[src/rtl/dmem_access_m.sv]
// Memory-stage data-memory access controller: routes loads/stores to block RAM or MMIO,
// stalls the pipeline for multi-cycle accesses. Optional perf counters: DMEM_PERF_COUNT_EN.
module dmem_access_m #(
   parameter int RD_LAT     = 2,
   parameter int ADDR_W     = 12,
   parameter int IO_SEL_BIT = 16,
   parameter int IO_TIMEOUT = 255
) (
   input  logic              clock,
   input  logic              reset,
   input  logic              valid_M,
   input  logic [4:0]        opcode_M,
   input  logic              dmem_wren,
   input  logic [31:0]       addr_M,
   input  logic [31:0]       data_M,
   output logic [ADDR_W-1:0] dmem_address,
   output logic [31:0]       dmem_data,
   output logic              dmem_we,
   input  logic [31:0]       dmem_q,
   output logic              io_req,
   output logic              io_we,
   output logic [7:0]        io_addr,
   output logic [31:0]       io_wdata,
   input  logic [31:0]       io_rdata,
   input  logic              io_ack,
   output logic              stall_M,
   output logic [31:0]       load_data_M,
   output logic              load_valid_M,
   output logic              io_timeout,
   output logic [31:0]       perf_loads,
   output logic [31:0]       perf_stores,
   output logic [31:0]       perf_stalls
);

   typedef enum logic [1:0] {IDLE, RAM_WAIT, IO_WAIT} state_t;

   state_t            state_reg, state_next;
   logic [ADDR_W-1:0] addr_reg, addr_next;
   logic [2:0]        wait_reg, wait_next;
   logic [7:0]        io_cnt_reg, io_cnt_next;
   logic              io_req_reg, io_req_next;
   logic              io_we_reg, io_we_next;
   logic [7:0]        io_addr_reg, io_addr_next;
   logic [31:0]       io_wdata_reg, io_wdata_next;
   logic              timeout_reg, timeout_next;

   logic is_load, is_store, is_io;
   logic unused_addr_bits;

   assign is_load  = valid_M && (opcode_M == 5'b01000);
   assign is_store = valid_M && dmem_wren;
   assign is_io    = addr_M[IO_SEL_BIT];
   assign unused_addr_bits = ^addr_M;

   assign io_req     = io_req_reg;
   assign io_we      = io_we_reg;
   assign io_addr    = io_addr_reg;
   assign io_wdata   = io_wdata_reg;
   assign io_timeout = timeout_reg;

   always_ff @(posedge clock or posedge reset) begin
      if (reset) begin
         state_reg    <= IDLE;
         addr_reg     <= '0;
         wait_reg     <= '0;
         io_cnt_reg   <= '0;
         io_req_reg   <= 1'b0;
         io_we_reg    <= 1'b0;
         io_addr_reg  <= '0;
         io_wdata_reg <= '0;
         timeout_reg  <= 1'b0;
      end else begin
         state_reg    <= state_next;
         addr_reg     <= addr_next;
         wait_reg     <= wait_next;
         io_cnt_reg   <= io_cnt_next;
         io_req_reg   <= io_req_next;
         io_we_reg    <= io_we_next;
         io_addr_reg  <= io_addr_next;
         io_wdata_reg <= io_wdata_next;
         timeout_reg  <= timeout_next;
      end
   end

   always_comb begin
      state_next    = state_reg;
      addr_next     = addr_reg;
      wait_next     = wait_reg;
      io_cnt_next   = io_cnt_reg;
      io_req_next   = io_req_reg;
      io_we_next    = io_we_reg;
      io_addr_next  = io_addr_reg;
      io_wdata_next = io_wdata_reg;
      timeout_next  = timeout_reg;
      dmem_address  = '0;
      dmem_data     = '0;
      dmem_we       = 1'b0;
      stall_M       = 1'b0;
      load_data_M   = '0;
      load_valid_M  = 1'b0;

      case (state_reg)
         IDLE: begin
            if (is_load || is_store) begin
               if (is_io) begin
                  // A load opcode wins over a stray store strobe
                  io_we_next    = !is_load;
                  io_addr_next  = addr_M[7:0];
                  io_wdata_next = data_M;
                  io_req_next   = 1'b1;
                  io_cnt_next   = 8'd1;
                  stall_M       = 1'b1;
                  state_next    = IO_WAIT;
               end else if (is_load) begin
                  dmem_address = addr_M[ADDR_W-1:0];
                  addr_next    = addr_M[ADDR_W-1:0];
                  wait_next    = 3'(RD_LAT - 1);
                  stall_M      = 1'b1;
                  state_next   = RAM_WAIT;
               end else begin
                  dmem_we      = 1'b1;
                  dmem_address = addr_M[ADDR_W-1:0];
                  dmem_data    = data_M;
               end
            end
         end
         RAM_WAIT: begin
            dmem_address = addr_reg;
            if (wait_reg != 3'd0) begin
               stall_M   = 1'b1;
               wait_next = wait_reg - 3'd1;
            end else begin
               load_valid_M = 1'b1;
               load_data_M  = dmem_q;
               state_next   = IDLE;
            end
         end
         IO_WAIT: begin
            if (io_ack) begin
               load_valid_M = !io_we_reg;
               load_data_M  = io_we_reg ? 32'd0 : io_rdata;
               io_req_next  = 1'b0;
               state_next   = IDLE;
            end else if (io_cnt_reg >= 8'(IO_TIMEOUT)) begin
               // Abort: reads complete with zero data so the pipeline can move on
               load_valid_M = !io_we_reg;
               timeout_next = 1'b1;
               io_req_next  = 1'b0;
               state_next   = IDLE;
            end else begin
               stall_M     = 1'b1;
               io_cnt_next = io_cnt_reg + 8'd1;
            end
         end
         default: state_next = IDLE;
      endcase

      // Combinational outputs must also drop while reset is held
      if (reset) begin
         dmem_address = '0;
         dmem_data    = '0;
         dmem_we      = 1'b0;
         stall_M      = 1'b0;
         load_data_M  = '0;
         load_valid_M = 1'b0;
      end
   end

`ifdef DMEM_PERF_COUNT_EN
   logic [31:0] loads_reg, stores_reg, stalls_reg;
   logic        store_done;

   assign store_done = dmem_we || (state_reg == IO_WAIT && io_we_reg && !stall_M);

   always_ff @(posedge clock or posedge reset) begin
      if (reset) begin
         loads_reg  <= '0;
         stores_reg <= '0;
         stalls_reg <= '0;
      end else begin
         if (load_valid_M) loads_reg  <= loads_reg + 32'd1;
         if (store_done)   stores_reg <= stores_reg + 32'd1;
         if (stall_M)      stalls_reg <= stalls_reg + 32'd1;
      end
   end

   assign perf_loads  = loads_reg;
   assign perf_stores = stores_reg;
   assign perf_stalls = stalls_reg;
`else
   assign perf_loads  = 32'd0;
   assign perf_stores = 32'd0;
   assign perf_stalls = 32'd0;
`endif

endmodule

[config.mk]
export PLATFORM = sky130hd
export DESIGN_NAME = dmem_access_m
export DESIGN_NICKNAME = d
export VERILOG_FILES = /design/src/rtl/dmem_access_m.sv
export SDC_FILE = /design/constraint.sdc
export NUM_CORES = 1
export LEC_CHECK = 0
export BUFFER_PORTS_ARGS = -buffer_cell sky130_fd_sc_hd__buf_4
export CAP_MARGIN = 20
export CORE_AREA = 2 2 140 142
export CTS_CLUSTER_SIZE = 30
export DETAILED_ROUTE_END_ITERATION = 8
export DIE_AREA = 0 0 142 144
export PLACE_DENSITY_LB_ADDON = 0.15
export SYNTH_ARGS = -nofsm -noshare
export SYNTH_HDL_FRONTEND = slang
export SYNTH_SLANG_ARGS = --single-unit
export TNS_END_PERCENT = 5
[constraint.sdc]
create_clock -name clock -period 4.3 [get_ports clock]
set_input_delay 0.86 -clock clock [delete_from_list [all_inputs] [get_ports clock]]
set_output_delay 0.86 -clock clock [all_outputs]
set_load 0.03 [all_outputs]
## Yosys cells after proc, flatten, opt, wreduce, memory -nomap -nowiden

Index checks and enable logic that the tools add are counted.

- Equality and inequality tests: 13
- Add/sub/neg operators: 2
- Reductions and logical operators: 16
- Magnitude comparators: 1
- Bitwise gates (word level): 2
- Muxes and demuxes: 54

Operators with widths:

| operator | count |
|---|---|
| 2-to-1 mux 32 bit | 9 |
| case mux 32 bit (2 select lines) | 1 |
| 2-to-1 mux 12 bit | 3 |
| 2-to-1 mux 8 bit | 4 |
| case mux 12 bit (2 select lines) | 1 |
| 2-to-1 mux 1 bit | 20 |
| != test 2 bit (second input constant) | 8 |
| case mux 8 bit (2 select lines) | 1 |
| 2-to-1 mux 2 bit | 6 |
| 2-to-1 mux 3 bit | 4 |
| AND reduction 4 bit | 3 |
| AND reduction 5 bit | 2 |
| adder 8 x 1 -> 8 bit (second input constant) | 1 |
| >= comparator 8 bit (second input constant) | 1 |
| != test 3 bit (second input constant) | 2 |
| case mux 2 bit (3 select lines) | 1 |
| case mux 3 bit (2 select lines) | 1 |
| AND reduction 3 bit | 2 |
| equality test 5 x 4 -> 1 bit (second input constant) | 1 |
| case mux 1 bit (2 select lines) | 2 |
| nonzero test 2 bit | 2 |
| case mux 1 bit (3 select lines) | 1 |
| nonzero test 3 bit | 1 |
| subtractor 3 x 1 -> 3 bit (second input constant) | 1 |
| other kinds (7) | 10 |

- Bits of input ports: 138
- Register bits: 68
- Output and inout port bits: 218
- Logic and storage cells: 97

## Logic depth before layout (Yosys ltp)

- Word-level depth: 7
- Gate-level depth with buffers: 9

## Worst setup path after synthesis

Ideal clock, no wire load.

- Path kind: input -> output
- From: input port reset
- To: output port dmem_data[22]
- Arrival time: 3.589 ns
- Cell stages on the path: 5
- Path buffers: 1
- Path slack: -0.149 ns
- Cells stage by stage: inv_1 nand2_1 nor3_1 clkbuf_1 and2_1

- Cells in the longest elaborated chain, start to end: 1

Ends and longest elaborated chain:

| element | line | text |
|---|---|---|
| start, declared | 10 | `input logic reset,` |
| 2-to-1 mux 32 bit | 159 | `if (reset) begin` |
| end, declared | 17 | `output logic [31:0] dmem_data,` |

Every way passes these cells.

## Final worst setup path

- From: register state_reg[0]
- To: output port load_data_M[18]

- Cells in the longest elaborated chain, start to end: 3
- Elaborated cells between the ends (all ways): 4
- Those cells by class: 2 x eq/ne; 2 x mux

Ends and longest elaborated chain:

| element | line | text |
|---|---|---|
| start, declared | 37 | `state_t state_reg, state_next;` |
| start signal, assigned | 73 | `state_reg <= state_next;` |
| equality test 2 bit / equality test 2 x 1 -> 1 bit (equally long branches) | 102 | `case (state_reg)` |
| case mux 32 bit (2 select lines) * | 102 |  |
| 2-to-1 mux 32 bit * | 159 |  |
| end, declared | 27 | `output logic [31:0] load_data_M,` |

Mark *: on every way between the ends. The rest lies on a longest branch, timed or not.

==> flow_metrics.tcl <==
set metrics [dict create \
    final_min_period_over_clock_period 0.849 \
    clock_insertion_delay_worst_skew_ns 0.33 \
    clock_tree.root_cell "sky130_fd_sc_hd__clkbuf_16" \
    endpoint_kind "output port" \
    seq_power_share 0.305 \
    cts_setup_buffers 0 \
    place_hpwl_um 10500 \
    synth.largest_area_cell "sky130_fd_sc_hd__dfrtp_1" \
    fin_ws_ns 0.651 \
    numPortBuffers 240 \
    crit_arrival_ns 2.79 \
    antenna_found_initial 0 \
    global_route.overflow_total 0 \
    slew_headroom 0.512 \
    library_cell_with_the_highest_instance_count_after_synthesis "sky130_fd_sc_hd__buf_4" \
    synth_enable_flop_cells 0 \
    route.detailed.vias_per_inst 4.26 \
    power_leakage_nw 3.23 \
    finalPower_w 0.00333 \
    synth_area_per_cell_um2 9.75 \
    vdd_drop_max_uv 223 \
    drtPass1Iterations 4 \
    holdBufCountCts 0 \
    instances_no_fill 954 \
    placed_cells_incl_taps 938 \
    clockPowerShare 0.225 \
    vias_in_the_first_global_route 3891 \
    clkSinkCount 68 \
    netSwitchingFraction 0.417 \
    crit_path_max_fanout 32 \
    final_net_count 856 \
    initial_utilization 0.243 \
    finalWeightedCongestion 0.736 \
    die_width_um 142 \
    finalClockSkew_ns 0.00455 \
    cap_viol_max_count 0 \
    cts.repair.resized 0 \
    largest_register_ff_count 32 \
    layout-drive-gt1-share 0.458 \
    route.antenna.remaining_nets 0 \
    setup_viol 0 \
    p_switching_w 0.00139 \
    post-place-ws_ns 0.825 \
    combPwrFrac 0.470 \
    hold_viol 0 \
    route.vias.total 4068 \
    die_area_um2 20400 \
    synth_warn 0 \
    yosys-top-cells-area "sky130_fd_sc_hd__dfrtp_1, sky130_fd_sc_hd__buf_4, sky130_fd_sc_hd__mux2_2, sky130_fd_sc_hd__a22oi_1, sky130_fd_sc_hd__and2_1" \
    fmax_mhz 274 \
    powerDensity_nw_per_um2 501 \
    rsz_0062_raised_after_global_routing "no" \
    path_class "reg -> out" \
    yosys_most_used_dff "sky130_fd_sc_hd__dfrtp_1" \
    routed_wl_um 13700 \
    synth_top_area_share 0.367 \
    ys_types 51 \
    detail_route.drc_violations 0 \
    final.setup.tns_ns 0 \
    grtUsageTotal 0.128 \
    ios 356 \
    postSynth.asyncResetShare 1.00 \
    tritoncts "yes" \
    clockBufferDepth 2 \
    internal-power_w 0.00194 \
    htreeDepth 3 \
    antenna_cells 0 \
    wire_per_inst_um 14.4 \
    min-delay-path-class "in -> async" \
    worst-endpoint-required_ns 3.44 \
    synth_commonest_cells "sky130_fd_sc_hd__buf_4, sky130_fd_sc_hd__dfrtp_1, sky130_fd_sc_hd__nor2_1, sky130_fd_sc_hd__mux2_2, sky130_fd_sc_hd__and2_1" \
    drt_first_iter_violations 141 \
    tritoncts.num_buffers 9 \
    worst_pin_slew_ns 0.722 \
    clkTransAtPathRegs_ns 0.06 \
    n_fill_cell 1977 \
    grt_start_max_net_pins 45 \
    syn_area_um2 4630 \
    fp.coreArea_um2 19100 \
    seq_area_frac_synth 0.367 \
    critPathLaunchType "flop" \
    core.rowCount 51 \
    area_delta_synth_final_pct 43.6 \
    grt_pass1_wl_um 20700 \
    outcome "complete, no violations" \
    post_synth_inst_count 475 \
    synth-seq-cells 68 \
    die-height_um 144 \
    drv_slew 0 \
    min_tclk_post_route_ns 3.65 \
]
power by group through the flow:
stage | logic, W | clock network [W] | registers (W)
final | 0.00156 | 0.000749 | 0.00102
after global routing | 0.00167 | 0.000811 | 0.00105
after CTS | 0.00158 | 0.000777 | 0.00102
after detailed placement | 0.00158 | 0 | 0.00103
after global placement | 0.00156 | 0 | 0.00102
after floorplan | 0.000701 | 0 | 0.00139
cell families after synthesis:
logic type | after synthesis | share of synthesized area
flip-flops | 68 | 0.367
other | 1 | 0.000810
multiplexers | 53 | 0.135
buffers and inverters | 134 | 0.191
AO/OA/AOI/OAI | 86 | 0.146
AND/OR/NAND/NOR | 126 | 0.140
adder cells (fa/ha/maj) | 7 | 0.0189
path summary, 6_finish.rpt:
kind / end / cells past startpoint / start / slack (ns)
hold / removal: wait_reg[1]$_DFFE_PP0P_ / 2 / reset / 0.48
min in group clock: io_timeout$_DFFE_PP0P_ / 2 / io_timeout$_DFFE_PP0P_ / 0.48
setup / recovery: load_data_M[18] / 8 / state_reg[0]$_DFFE_PP0P_ / 0.65
setup reg to reg: io_cnt_reg[1]$_DFFE_PP0P_ / 6 / state_reg[0]$_DFFE_PP0P_ / 1.49
max in group asynchronous: io_wdata[16]$_DFFE_PP0P_ / 3 / reset / 2.95
hold reg to reg: io_timeout$_DFFE_PP0P_ / 2 / io_timeout$_DFFE_PP0P_ / 0.48
layer usage:
layer	wire, um	up-vias	track usage
met5	0	-	0
met4	85	0	0.0268
met3	932	8	0.0391
met2	7290	182	0.226
met1	5430	1930	0.153
li1	-	1948	-
critical path, cell delays in order, from the launching register on:
cell	delay (ns)
sky130_fd_sc_hd__dfrtp_1	0.41
sky130_fd_sc_hd__inv_1	0.12
sky130_fd_sc_hd__ha_1	0.49
sky130_fd_sc_hd__clkinv_1	0.40
sky130_fd_sc_hd__nor3b_2	0.25
sky130_fd_sc_hd__buf_4	0.35
sky130_fd_sc_hd__a22oi_1	0.11
sky130_fd_sc_hd__nor2_1	0.13
sky130_fd_sc_hd__buf_4	0.18
cell type report:
class                           instances  area, um^2  area share
Clock inverter                          7        75.1      0.0113
Sequential cell                        68        1700       0.256
Timing Repair Buffer                  251        1880       0.283
Tap cell                              238         298      0.0448
Clock buffer                            9         225      0.0339
Inverter                               13        52.6     0.00790
Multi-Input combinational cell        368        2410       0.363
cell usage in the layout, fill, tap and decap left out, types with 2 or more instances in the layout:
cell type and n:
sky130_fd_sc_hd__nand2_1 10, sky130_fd_sc_hd__a211oi_1 3, sky130_fd_sc_hd__mux2_1 2, sky130_fd_sc_hd__a32o_1 5
sky130_fd_sc_hd__ha_1 7, sky130_fd_sc_hd__inv_1 11, sky130_fd_sc_hd__conb_1 96, sky130_fd_sc_hd__and2_1 33
sky130_fd_sc_hd__a32oi_1 13, sky130_fd_sc_hd__nand4_1 2, sky130_fd_sc_hd__a22oi_1 32, sky130_fd_sc_hd__nand2b_1 3
sky130_fd_sc_hd__nor2b_1 3, sky130_fd_sc_hd__nand3_1 6, sky130_fd_sc_hd__clkinvlp_4 4, sky130_fd_sc_hd__o21a_1 2
sky130_fd_sc_hd__o221ai_1 2, sky130_fd_sc_hd__mux2_4 8, sky130_fd_sc_hd__nor3_1 4, sky130_fd_sc_hd__buf_4 251
sky130_fd_sc_hd__mux2_2 42, sky130_fd_sc_hd__a21oi_1 5, sky130_fd_sc_hd__o22ai_1 2, sky130_fd_sc_hd__clkbuf_16 9
sky130_fd_sc_hd__o211ai_1 6, sky130_fd_sc_hd__o21ai_0 6, sky130_fd_sc_hd__nor2_1 53, sky130_fd_sc_hd__dfrtp_1 68
through the flow:
step | hold slack (ns) | instance area [um^2] | utilization
finish | 0.478 | 6650 | 0.349
global route | 0.489 | 6650 | 0.349
CTS | 0.480 | 6650 | 0.349
detailed placement | 0.466 | 6350 | 0.333
global placement | 0.466 | 6350 | 0.333
floorplan | 0.472 | 4990 | -
Note: power is estimated with default switching activity, not from simulation.
